## src/rtl/id_ex_hazard_stage.sv

```systemverilog
// rtl/id_ex_hazard_stage.sv - ID/EX pipeline register with load-use hazard detection
//
// Purpose: holds the decoded instruction between ID and EX, inserts a one-cycle
// bubble on a load-use hazard, squashes the ID instruction on a taken branch and
// freezes on an external stall. Two saturating counters record inserted
// load-use bubbles and flush cycles.
//
// Ports:
//   clk_i, rst_i          clock and synchronous active-high reset
//   *_ID_i                decoded instruction fields from ID (valid, ctrl, data, addrs)
//   flush_i               taken branch, squash the ID instruction
//   ext_stall_i           downstream busy, freeze this stage
//   *_IDEX_o              registered fields presented to EX / forwarding unit
//   PC_write_o            PC update enable
//   IFID_write_o          IF/ID register enable
//   load_use_o            load-use hazard detected this cycle
//   stall_cnt_o           saturating count of load-use bubbles
//   flush_cnt_o           saturating count of flush cycles

module id_ex_hazard_stage #(
    parameter int DATA_W = 32,
    parameter int REG_AW = 5,
    parameter int CTRL_W = 10,
    parameter int CNT_W  = 16
) (
    input  logic              clk_i,
    input  logic              rst_i,
    input  logic              valid_ID_i,
    input  logic [CTRL_W-1:0] ctrl_ID_i,
    input  logic [DATA_W-1:0] rs_data_ID_i,
    input  logic [DATA_W-1:0] rt_data_ID_i,
    input  logic [DATA_W-1:0] imm_ID_i,
    input  logic [DATA_W-1:0] pc4_ID_i,
    input  logic [REG_AW-1:0] RSaddr_ID_i,
    input  logic [REG_AW-1:0] RTaddr_ID_i,
    input  logic [REG_AW-1:0] RDaddr_ID_i,
    input  logic              flush_i,
    input  logic              ext_stall_i,
    output logic              valid_IDEX_o,
    output logic [CTRL_W-1:0] ctrl_IDEX_o,
    output logic [DATA_W-1:0] rs_data_IDEX_o,
    output logic [DATA_W-1:0] rt_data_IDEX_o,
    output logic [DATA_W-1:0] imm_IDEX_o,
    output logic [DATA_W-1:0] pc4_IDEX_o,
    output logic [REG_AW-1:0] RSaddr_IDEX_o,
    output logic [REG_AW-1:0] RTaddr_IDEX_o,
    output logic [REG_AW-1:0] RDaddr_IDEX_o,
    output logic              PC_write_o,
    output logic              IFID_write_o,
    output logic              load_use_o,
    output logic [CNT_W-1:0]  stall_cnt_o,
    output logic [CNT_W-1:0]  flush_cnt_o
);

    logic              valid_q,   valid_d;
    logic [CTRL_W-1:0] ctrl_q,    ctrl_d;
    logic [DATA_W-1:0] rs_data_q, rs_data_d;
    logic [DATA_W-1:0] rt_data_q, rt_data_d;
    logic [DATA_W-1:0] imm_q,     imm_d;
    logic [DATA_W-1:0] pc4_q,     pc4_d;
    logic [REG_AW-1:0] rs_addr_q, rs_addr_d;
    logic [REG_AW-1:0] rt_addr_q, rt_addr_d;
    logic [REG_AW-1:0] rd_addr_q, rd_addr_d;
    logic [CNT_W-1:0]  stall_cnt_q, stall_cnt_d;
    logic [CNT_W-1:0]  flush_cnt_q, flush_cnt_d;

    logic load_use;

    // A load in EX whose destination is read by the ID instruction. Writes to
    // $zero never create a dependency.
    assign load_use = valid_q & ctrl_q[1] & (rt_addr_q != '0) & valid_ID_i
                    & ((rt_addr_q == RSaddr_ID_i) | (rt_addr_q == RTaddr_ID_i));

    // A flush discards the dependent instruction, so the front end may advance.
    assign PC_write_o   = ~ext_stall_i & (flush_i | ~load_use);
    assign IFID_write_o = ~ext_stall_i & (flush_i | ~load_use);
    assign load_use_o   = load_use;

    always_comb begin
        valid_d     = valid_q;
        ctrl_d      = ctrl_q;
        rs_data_d   = rs_data_q;
        rt_data_d   = rt_data_q;
        imm_d       = imm_q;
        pc4_d       = pc4_q;
        rs_addr_d   = rs_addr_q;
        rt_addr_d   = rt_addr_q;
        rd_addr_d   = rd_addr_q;
        stall_cnt_d = stall_cnt_q;
        flush_cnt_d = flush_cnt_q;

        if (ext_stall_i) begin
            // hold everything
        end else if (flush_i || load_use) begin
            // Bubble zeroes addresses too so forwarding never matches it.
            valid_d   = 1'b0;
            ctrl_d    = '0;
            rs_data_d = '0;
            rt_data_d = '0;
            imm_d     = '0;
            pc4_d     = '0;
            rs_addr_d = '0;
            rt_addr_d = '0;
            rd_addr_d = '0;
            if (flush_i) begin
                if (flush_cnt_q != '1) flush_cnt_d = flush_cnt_q + 1'b1;
            end else begin
                if (stall_cnt_q != '1) stall_cnt_d = stall_cnt_q + 1'b1;
            end
        end else begin
            valid_d   = valid_ID_i;
            ctrl_d    = ctrl_ID_i;
            rs_data_d = rs_data_ID_i;
            rt_data_d = rt_data_ID_i;
            imm_d     = imm_ID_i;
            pc4_d     = pc4_ID_i;
            rs_addr_d = RSaddr_ID_i;
            rt_addr_d = RTaddr_ID_i;
            rd_addr_d = RDaddr_ID_i;
        end
    end

    always_ff @(posedge clk_i) begin
        if (rst_i) begin
            valid_q     <= 1'b0;
            ctrl_q      <= '0;
            rs_data_q   <= '0;
            rt_data_q   <= '0;
            imm_q       <= '0;
            pc4_q       <= '0;
            rs_addr_q   <= '0;
            rt_addr_q   <= '0;
            rd_addr_q   <= '0;
            stall_cnt_q <= '0;
            flush_cnt_q <= '0;
        end else begin
            valid_q     <= valid_d;
            ctrl_q      <= ctrl_d;
            rs_data_q   <= rs_data_d;
            rt_data_q   <= rt_data_d;
            imm_q       <= imm_d;
            pc4_q       <= pc4_d;
            rs_addr_q   <= rs_addr_d;
            rt_addr_q   <= rt_addr_d;
            rd_addr_q   <= rd_addr_d;
            stall_cnt_q <= stall_cnt_d;
            flush_cnt_q <= flush_cnt_d;
        end
    end

    assign valid_IDEX_o   = valid_q;
    assign ctrl_IDEX_o    = ctrl_q;
    assign rs_data_IDEX_o = rs_data_q;
    assign rt_data_IDEX_o = rt_data_q;
    assign imm_IDEX_o     = imm_q;
    assign pc4_IDEX_o     = pc4_q;
    assign RSaddr_IDEX_o  = rs_addr_q;
    assign RTaddr_IDEX_o  = rt_addr_q;
    assign RDaddr_IDEX_o  = rd_addr_q;
    assign stall_cnt_o    = stall_cnt_q;
    assign flush_cnt_o    = flush_cnt_q;

endmodule
```

## config.mk

```make
export PLATFORM = sky130hd
export DESIGN_NAME = id_ex_hazard_stage
export DESIGN_NICKNAME = d
export VERILOG_FILES = /design/src/rtl/id_ex_hazard_stage.sv
export SDC_FILE = /design/constraint.sdc
export NUM_CORES = 1
export LEC_CHECK = 0
export CORE_AREA = 2 2 135 137
export DETAILED_ROUTE_END_ITERATION = 16
export DIE_AREA = 0 0 137 139
export PLACE_DENSITY_LB_ADDON = 0.12
export SYNTH_ARGS = -nofsm -noshare
export SYNTH_HDL_FRONTEND = slang
export SYNTH_SLANG_ARGS = --single-unit
export TNS_END_PERCENT = 1
```

## constraint.sdc

```tcl
create_clock -name clk_i -period 6.55 [get_ports clk_i]
set_input_delay 1.6375 -clock clk_i [delete_from_list [all_inputs] [get_ports clk_i]]
set_output_delay 1.6375 -clock clk_i [all_outputs]
set_load 0.02 [all_outputs]
```

* After elaboration in Yosys (flattened, before gate mapping)
Index checks and enable logic that the tools add are counted.
** Storage, ports and cells
- Input bits :: 158
- Register bits after elaboration :: 186
- Word-level logic and storage cells :: 40
- Output and inout port bits :: 189
** Cells by class
- Reduce and logical (&&, ||, !) cells :: 4
- $add $sub $neg :: 2
- Mux-type cells :: 9
- Bitwise logic cells :: 10
- Equality and inequality tests :: 4
** Operators with widths (count)
- two-way mux 32 bit :: 4
- adder 16 x 1 -> 16 bit, second input constant :: 2
- inequality test 16 bit, second input constant :: 2
- two-way mux 5 bit :: 3
- == test 5 bit :: 2
- two-way mux 10 bit :: 1
- AND reduction 4 bit :: 2
- bitwise AND 1 bit :: 5
- nonzero test 5 bit :: 1
- inverter 1 bit :: 3
- OR 1 bit :: 2
- logical OR 1 bit :: 1
- two-way mux 1 bit :: 1

* Longest topological paths before layout
- Depth in word-level cells :: 7
- Mapped depth :: 8
- Gate-level depth less buffers :: 6

* Worst setup path before layout
No wires, ideal clock.
- Kind :: in2out
- Start :: input port RSaddr_ID_i[2]
- End :: output port PC_write_o
- Required time :: 4.912 ns
- Stages on the path :: 8
- Path buffers :: 3
- Slack :: 1.810 ns
- Arrival time :: 3.103 ns
- Cells stage by stage :: xor2_1 -> nor3_1 -> a22oi_1 -> buf_2 -> buf_2 -> nor3_1 -> nor2_1 -> buf_4
** Between the ends
- Cells in the longest elaborated chain, start to end :: 6
** Ends and longest elaborated chain
- start, declared :: line 34 : input logic [REG_AW-1:0] RSaddr_ID_i,
- == test 5 bit :: line 72 : & ((rt_addr_q == RSaddr_ID_i) | (rt_addr_q == RTaddr_ID_i));
- OR 1 bit :: line 72
- bitwise AND 1 bit :: line 72
- inverter 1 bit
- OR 1 bit
- bitwise AND 1 bit
- end, declared :: line 48 : output logic PC_write_o,
No other way between the ends.

* Final worst setup path
- Start :: input port RSaddr_ID_i[4]
- End :: output port load_use_o
** Between the ends
- Cells in the longest elaborated chain, start to end :: 3
** Ends and longest elaborated chain
- == test 5 bit :: line 72
- OR 1 bit :: line 72
- bitwise AND 1 bit :: line 72
- end, declared :: line 50 : output logic load_use_o,
No other way between the ends.

==> flow_summary.yaml <==
run_status:
  status: "finished clean"
clocking:
  root_buffer: "clkbuf_16"
  tritoncts: "done"
  insertion_delay_ps: 420
  clkTransAtPathRegs_ps: 60
  htreeDepth: 4
  cts.repair.resized: 0
  numCtsBuffers: 17
  hold_buffers: 0
  postCtsSetupBuffers: 0
  clkSinkCount: 186
  clock_path_buffers: 2
layout:
  nNetsFinal: 1050
  layout_commonest_cell: "clkdlybuf4s50_1"
  synthToLayoutAreaGrowth_pct: 64.0
  layout_common_cells: "clkdlybuf4s50_1 (346), dfxtp_1 (186), a22o_1 (154), nor2_1 (30), clkbuf_16 (17)"
  layout-drive-gt1-share_pct: 4.87
  register_area_sq_mm: 0.00372
  multi_input_comb_area_sq_mm: 0.00246
  utilization_pct: 60.1
  fill_cells: 1424
global_route:
  antenna_found_initial: 1
  grt_overflow: 0
  grt_max_degree: 97
  grt_pass1_vias: 5742
  busiest_layer: "met2"
  use_met3_pct: 7.64
  use_met1_pct: 24.5
  groute.usage.overall_pct: 21.2
  grt_pass1_wl_mm: 31.5
  use_met2_pct: 36.0
power:
  p_per_area_mw_per_mm2: 242
  p_leak_nw: 3.88
  ir_worst_vdd_v: 0.000165
place:
  port_buffers: 346
  dpl.hpwl_mm: 15.1
  dp_slack_ps: 1140
  gp_congestion: 0.878
setup_path:
  startpoint_type: "input port"
  critical_path.max_stage_delay_ps: 540
  cpMaxStageDelayCell: "clkdlybuf4s50_1"
  path_cells: "clkdlybuf4s50_1, xor2_1, nor3_1, a22oi_1, buf_4, nor2_1, clkdlybuf4s50_1"
  crit_buf_inv: 3
  critPathTopFamily: "buffers and inverters"
  arrival_ps: 3790
  cpMostUsedCell: "clkdlybuf4s50_1"
  critPathLaunch: "RSaddr_ID_i[4]"
  end_kind: "primary output"
  path_max_fanout: 31
  crit_type: "input port to primary output"
  critical_path_required_ps: 4910
  r2r_start: "RTaddr_IDEX_o[4]"
drt:
  vias: 5851
  drtAntennaViolNets: 0
  drcViolationCount: 0
  drt_first_pass_iters: 5
  drt-initial-drc-count: 218
  viasPerCell: 5.16
  wl_mm: 20.8
  wl_per_cell_microns: 18.4
floorplan:
  rows: 49
  die_h_microns: 139
  fp.dieArea_sq_mm: 0.0190
  num_io_pins: 347
  start_util_pct: 36.7
  die_w_microns: 137
  core-area_sq_mm: 0.0177
synthesis:
  ys_types: 44
  syn_avg_cell_area_sq_um: 11.5
  async_flop_share_pct: 0
  ys_seq_area_share_pct: 57.5
  synth_top_area_share_pct: 57.5
  synthesis.nets: 724
  ys_ff_latch: 186
  yosys_warnings: 0
  synth_area_sq_mm: 0.00648
  yosys-top-cells-area: "dfxtp_1 (57%), a22o_1 (21%), xnor2_1 (1.9%)"
  synthFlopType: "dfxtp_1"
  yosysTopAreaCell: "dfxtp_1"
  synth_edf_count: 0
  syn_inst: 564
min_path:
  hp-class: "flip-flop to flip-flop"
  hp-start: "pc4_IDEX_o[0]"
timing:
  report.final.slew_viol_count: 0
  relSlewSlack_pct: 24.5
  period_needed_ps: 5430
  finalCritPeriodShare_pct: 82.9
  tightest_slew_ps: 1130
  finalWorstSetupSlack_ps: 1120
  fin_setup_tns_ps: 0
  finClkSkew_ps: 8.02
  setup_viol: 0
  rsz0062_at_grt: "no"
  holdWs_ps: 472
  fmax_ghz: 0.184
  hold_violations: 0
flow_run:
  maxCapViolCount: 0
-- worst register-to-register path, delay by kind of cell, from the launching register on --
| kind | cells | cell delay, ps |
|---|---|---|
| compound gates | 3 | 1600 |
| xor+xnor | 1 | 180 |
| buf+inv | 2 | 1050 |
| flops | 1 | 480 |
| simple gates | 1 | 70 |
-- cell type report --
| type | instances | area share (%) |
|---|---|---|
| diodes | 1 | 0.0236 |
| clock buffers | 18 | 4.04 |
| clock inverters | 14 | 1.74 |
| inverters | 8 | 0.283 |
| multi-input cells | 326 | 23.2 |
| flip-flops and latches | 186 | 35.1 |
| well taps | 229 | 2.70 |
| repair buffers | 351 | 33.0 |
-- power by group --
| part | internal [mW] | switching, mW | leakage [nW] |
|---|---|---|---|
| clock | 0.611 | 0.455 | 0.295 |
| combinational | 0.180 | 0.131 | 2.07 |
| sequential | 1.17 | 0.0234 | 1.51 |
-- kinds of logic after synthesis --
family                     count (synthesis)  synth area share (%)
muxes                                      4                 0.676
xor gates and xnor gates                  24                  3.25
DFF                                      186                  57.5
adders and majority gates                  2                 0.386
and+or+nand+nor                          102                  8.27
buffers and inverters                     52                  4.73
AOI/OAI and AO/OA                        194                  25.2
-- per-stage QoR --
stage	instances	power, mW	cell area [sq um]
finish	1133	2.57	10600
detailed placement	1100	1.53	10000
floorplan	564	1.34	6480
global placement	1100	1.52	10000
CTS	1132	2.59	10600
global route	1133	2.66	10600
-- final timing paths --
| check | end | slack [ps] | cells past startpoint |
|---|---|---|---|
| worst min register to register | pc4_IDEX_o[0] | 470 | 1 |
| worst max register to register | imm_IDEX_o[28] | 3110 | 7 |
| worst max-delay path | load_use_o | 1120 | 7 |
| worst min-delay path | pc4_IDEX_o[0] | 470 | 1 |
-- flip-flops by register name, summed over array words and instances (netlist names) --
signal and count:
rt_data_IDEX_o 32, ctrl_IDEX_o 10, rs_data_IDEX_o 32, imm_IDEX_o 32
stall_cnt_o 16, pc4_IDEX_o 32, RDaddr_IDEX_o 5, valid_IDEX_o 1
RTaddr_IDEX_o 5, flush_cnt_o 16, RSaddr_IDEX_o 5
-- layer usage --
layer / vias to the layer above / wire length, microns / part of all wire (%)
met5: - / 0 / 0
met4: 0 / 391 / 1.9
met3: 25 / 1970 / 9.4
met2: 265 / 10300 / 50
met1: 2772 / 8130 / 39
li1: 2789 / - / -
-- synthesized netlist by cell type (all sizes together), types with 3 or more instances --
cell / count
clkbuf: 22
nor2: 30
nand2: 11
o41ai: 3
xor2: 10
nand4: 11
nor2b: 4
a22o: 154
buf: 22
nor3: 9
mux2: 3
o21ai: 5
a21oi: 13
xnor2: 14
o311ai: 3
dfxtp: 186
o31ai: 5
nor4: 7
or3: 5
nand3: 9
inv: 8
or4: 8
Note: power is estimated with default switching activity, not from simulation.
